==> src/rtl/addsub_serie_ctrl_pkg.sv <==
// rtl/addsub_serie_ctrl_pkg.sv - shared constants for the bit-serial add/sub sequencer
package addsub_pkg;

    localparam logic [1:0] IDLE = 2'd0;
    localparam logic [1:0] CALC = 2'd1;
    localparam logic [1:0] DONE = 2'd2;

    localparam logic OP_SUMA  = 1'b0;
    localparam logic OP_RESTA = 1'b1;

endpackage

==> src/rtl/addsub_serie_ctrl_celda.sv <==
// rtl/addsub_serie_ctrl_celda.sv - 1-bit full adder, full subtractor and the op-muxed cell
module sumador_1b (
    input  logic A,
    input  logic B,
    input  logic Cin,
    output logic S,
    output logic Cout
);
    assign S    = A ^ B ^ Cin;
    assign Cout = (A & B) | (Cin & (A ^ B));
endmodule

module restador_1b (
    input  logic A,
    input  logic B,
    input  logic Bin,
    output logic R,
    output logic Bout
);
    assign R    = A ^ B ^ Bin;
    assign Bout = (~A & B) | (~(A ^ B) & Bin);
endmodule

module celda_addsub_1b
    import addsub_pkg::*;
(
    input  logic A,
    input  logic B,
    input  logic Cin,
    input  logic op,
    output logic S,
    output logic Cout
);
    logic s_sum, c_sum, r_res, b_res;

    sumador_1b u_sum (.A(A), .B(B), .Cin(Cin), .S(s_sum), .Cout(c_sum));
    restador_1b u_res (.A(A), .B(B), .Bin(Cin), .R(r_res), .Bout(b_res));

    // Cin doubles as the borrow-in when subtracting
    assign S    = (op == OP_RESTA) ? r_res : s_sum;
    assign Cout = (op == OP_RESTA) ? b_res : c_sum;
endmodule

==> src/rtl/addsub_serie_ctrl.sv <==
// rtl/addsub_serie_ctrl.sv - bit-serial add/sub sequencer, optional ovf output via ADDSUB_SERIE_OVF_EN
module addsub_serie_ctrl
    import addsub_pkg::*;
#(
    parameter int N = 4
) (
    input  logic         clk,
    input  logic         rst_n,
    input  logic         start,
    input  logic         op,
    input  logic [N-1:0] A,
    input  logic [N-1:0] B,
    output logic         busy,
    output logic         done,
    output logic [N-1:0] R,
    output logic         C
`ifdef ADDSUB_SERIE_OVF_EN
    ,
    output logic         ovf
`endif
);
    localparam int CW = $clog2(N);

    logic [1:0]    state;
    logic [CW-1:0] cnt;
    logic [N-1:0]  a_sr;
    logic [N-1:0]  b_sr;
    logic [N-1:0]  r_sr;
    logic          cy;
    logic          op_q;
    logic          s_bit;
    logic          co_bit;

    celda_addsub_1b u_celda (
        .A    (a_sr[0]),
        .B    (b_sr[0]),
        .Cin  (cy),
        .op   (op_q),
        .S    (s_bit),
        .Cout (co_bit)
    );

    always_ff @(posedge clk) begin
        if (!rst_n) begin
            state <= IDLE;
            cnt   <= '0;
            a_sr  <= '0;
            b_sr  <= '0;
            r_sr  <= '0;
            cy    <= 1'b0;
            op_q  <= OP_SUMA;
            R     <= '0;
            C     <= 1'b0;
`ifdef ADDSUB_SERIE_OVF_EN
            ovf   <= 1'b0;
`endif
        end else begin
            case (state)
                IDLE: begin
                    if (start) begin
                        state <= CALC;
                        a_sr  <= A;
                        b_sr  <= B;
                        op_q  <= op;
                        cnt   <= '0;
                        cy    <= 1'b0;
                    end
                end
                CALC: begin
                    r_sr <= {s_bit, r_sr[N-1:1]};
                    cy   <= co_bit;
                    a_sr <= a_sr >> 1;
                    b_sr <= b_sr >> 1;
                    cnt  <= cnt + CW'(1);
                    if (cnt == CW'(N - 1)) begin
                        state <= DONE;
                        R     <= {s_bit, r_sr[N-1:1]};
                        C     <= co_bit;
`ifdef ADDSUB_SERIE_OVF_EN
                        // cy is the carry/borrow into the MSB on this last bit cycle
                        ovf   <= cy ^ co_bit;
`endif
                    end
                end
                DONE:    state <= IDLE;
                default: state <= IDLE;
            endcase
        end
    end

    assign busy = (state == CALC);
    assign done = (state == DONE);

endmodule

==> config.mk <==
export PLATFORM = sky130hd
export DESIGN_NAME = addsub_serie_ctrl
export DESIGN_NICKNAME = d
export VERILOG_FILES = /design/src/rtl/addsub_serie_ctrl_pkg.sv /design/src/rtl/addsub_serie_ctrl_celda.sv /design/src/rtl/addsub_serie_ctrl.sv
export SDC_FILE = /design/constraint.sdc
export NUM_CORES = 1
export LEC_CHECK = 0
export ABC_CLOCK_PERIOD_IN_PS = 3800
export BUFFER_PORTS_ARGS = -buffer_cell sky130_fd_sc_hd__buf_2
export CAP_MARGIN = 15
export CORE_ASPECT_RATIO = 1.25
export CORE_MARGIN = 4
export CORE_UTILIZATION = 28
export CTS_CLUSTER_SIZE = 8
export DETAILED_ROUTE_END_ITERATION = 6
export SLEW_MARGIN = 15
export SYNTH_ARGS = -nofsm -noshare
export SYNTH_HDL_FRONTEND = slang
export SYNTH_SLANG_ARGS = --single-unit
==> constraint.sdc <==
create_clock -name clk -period 3.8 [get_ports clk]
set_clock_uncertainty 0.05 [all_clocks]
set_input_delay 0.19 -clock clk [delete_from_list [all_inputs] [get_ports clk]]
set_output_delay 0.19 -clock clk [all_outputs]
set_load 0.1 [all_outputs]
==> results.sh <==
export IMPL_status="completed"
export IMPL_nFillCells=352
export IMPL_start_util_pct=29.5
export IMPL_synth_seq_cells=22
export IMPL_final_max_slew_viol_count=0
export IMPL_drtPass1Iterations=4
export IMPL_post_cts_resize_count=0
export IMPL_leakage_uw=0.000449
export IMPL_synth_seq_area_share_pct=45.5
export IMPL_endpoint_kind="primary output"
export IMPL_start_kind="flop"
export IMPL_fin_nets=130
export IMPL_ys_warnings_count=0
export IMPL_design_core_area_mm2=0.00328
export IMPL_io_buffer_count=18
export IMPL_muxShareOfSynthArea_pct=10.5
export IMPL_syn_to_final_growth_pct=15.8
export IMPL_ctsLongestPathBuffers=2
export IMPL_worst_slew_pin_slew_ns=0.706
export IMPL_fin_tns_setup_ns=0
export IMPL_layout_commonest_cell="dfxtp_1"
export IMPL_synth_compound_area_share_pct=17.8
export IMPL_drt_total_wl_um=2020
export IMPL_cts_tree="built"
export IMPL_layout_min_cycle_time_ns=2.30
export IMPL_gp_congestion=0.733
export IMPL_dpl_cell_area_mm2=0.00107
export IMPL_synth_xor_area_share_pct=0
export IMPL_io_pins=19
export IMPL_cts_hold_buf=0
export IMPL_worst_path_dominant_cell_family="flip-flops"
export IMPL_post_cts_buffers=0
export IMPL_placed_cells=147
export IMPL_rsz0062_at_grt="no"
export IMPL_pre_cts_ws_ns=1.79
export IMPL_synthDistinctLibCells=29
export IMPL_setup_violations=0
export IMPL_antenna_found_initial=0
export IMPL_wl_per_cell_um=13.4
export IMPL_syn_inst=98
export IMPL_hold_path_class="in2reg"
export IMPL_dp_hpwl_um=1480
export IMPL_drt_iter0_drc=9
export IMPL_p_per_area_mw_per_mm2=419
export IMPL_netlist_area_um2=968
export IMPL_crit_type="reg2out"
export IMPL_synth_avg_cell_area_um2=9.88
export IMPL_grt_pass1_wl_um=3420
export IMPL_synth_adder_area_share_pct=5.43
export IMPL_synth_simple_area_share_pct=15.6
export IMPL_syn_num_nets=113
export IMPL_h_tree_depth=1
export IMPL_critPathSlowestCell="dfxtp_1"
export IMPL_hold_viol_final=0
export IMPL_cp_arrival_ns=2.06
export IMPL_chipWidth_um=60.6
export IMPL_fp_dieH_um=73.8
export IMPL_fmax_ghz=0.435
export IMPL_grt_max_degree=19
export IMPL_vias=735
export IMPL_crit_required_ns=3.56
export IMPL_grt_ovfl_total=0
export IMPL_drc_errors=0
export IMPL_cts_made_buffers=3
export IMPL_fin_cells=151
export IMPL_synth_top_family_by_area="compound AO/OA/AOI/OAI gates"
export IMPL_die_area_mm2=0.00447
export IMPL_cts_sinks=22
export IMPL_cp_cell_sequence="nor2b_2 -> buf_2"
export IMPL_ir_drop_mv=0.233
export IMPL_cpPeakStageDelay_ns=0.71
export IMPL_grtUsageTotal_pct=10.3
export IMPL_clkTransAtPathRegs_ns=0.08
export IMPL_maxCapViolCount=0
export IMPL_fin_crit_sh_pct=60.5
export IMPL_rows=23
export IMPL_grt_pass1_vias=769
export IMPL_setup_slack_ns=1.50
export IMPL_drive_above_1_share_pct=23.7
export IMPL_root_buffer="clkbuf_8"
export IMPL_crit_buf_inv=1
export IMPL_diodes=0
export IMPL_ant_nets=0
export IMPL_worstSkewPairLatency_ns=0.27
export IMPL_relSlewSlack_pct=52.7
export IMPL_via_per_inst=4.87
export IMPL_critical_path_peak_fanout=14
export IMPL_final_cell_mix="dfxtp_1 (22), buf_2 (18), mux2i_1 (9)"
export IMPL_final_cell_area_mm2=0.00112
==> synth_stat cells <==
library cell	number	area share, %
nand2_1	6	2.3
fa_1	2	4.1
nand3_1	5	2.6
a21oi_1	7	3.6
buf_4	1	0.78
a32o_1	1	1.0
o21ai_1	8	4.1
ha_1	1	1.3
nor3_1	1	0.52
mux2_1	1	1.2
nor2b_2	1	0.90
o21ai_0	3	1.5
inv_1	2	0.78
a211oi_2	1	1.3
o211ai_1	6	4.7
and3_1	2	1.3
nor2_1	5	1.9
dfxtp_1	22	45
nand3b_2	1	1.2
o21bai_1	1	0.78
or3_4	1	1.2
o31ai_1	1	0.78
buf_2	4	2.1
nor3b_1	1	0.78
nand4bb_1	2	2.3
mux2i_1	9	9.3
buf_6	1	1.2
inv_2	1	0.39
nor2b_1	1	0.65
==> report_power, final <==
part,internal [uW],switching [uW],total (uW)
logic,20.2,28.6,48.8
clock network,92.6,77.8,170
registers,241,10.3,251
total,353,117,470
==> path summary, 6_finish.rpt <==
check | from | slack [ns] | cells past startpoint | to
hold reg to reg | R[2] | 0.41 | 2 | R[2]
setup reg to reg | state[0] | 2.05 | 3 | a_sr[1]
hold / removal | op | 0.09 | 3 | op_q
setup / recovery | state[0] | 1.50 | 2 | busy
==> sequential cells by signal (all words and copies together) (netlist names) <==
signal / count
state: 2
cnt: 2
b_sr: 4
a_sr: 4
r_sr: 3
C: 1
R: 4
cy: 1
op_q: 1
==> cell families after synthesis <==
family          Yosys count
compound gates           28
simple gates             26
flops                    22
mux                      10
buf+inv                   9
fa+ha+maj                 3
==> layout make-up <==
cell class                 instances  area [um2]  share of cell area (%)
multi-input combinational         67         478                    42.6
clock buffer                       4        55.1                    4.91
sequential                        22         440                    39.3
inverter                           3        11.3                    1.00
timing repair buffer              18        90.1                    8.04
tap                               37        46.3                    4.13
==> layer usage <==
metal / vias to the layer above / global-route usage (%) / part of all wire (%)
met3: 5 / 2.28 / 2.8
met2: 10 / 16.8 / 52
met4: 0 / 5.78 / 2.7
met5: - / 0 / 0
li1: 383 / - / -
met1: 337 / 12.1 / 43
==> worst min-delay path, delay by kind of cell <==
kind	cells	cell delay (ns)
buffers and inverters	1	0.08
AOI/OAI and AO/OA	1	0.06
and+or+nand+nor	1	0.05
==> stage by stage <==
step	hold WS, ns	total power (uW)	util, %
2_1_floorplan	0.270	293	-
3_3_place_gp	0.377	304	32.5
3_5_place_dp	0.377	306	32.5
4_1_cts	0.0948	475	34.2
5_1_grt	0.113	494	34.2
6_report	0.0909	470	34.2
No activity file was read; power rests on OpenSTA's default activity.
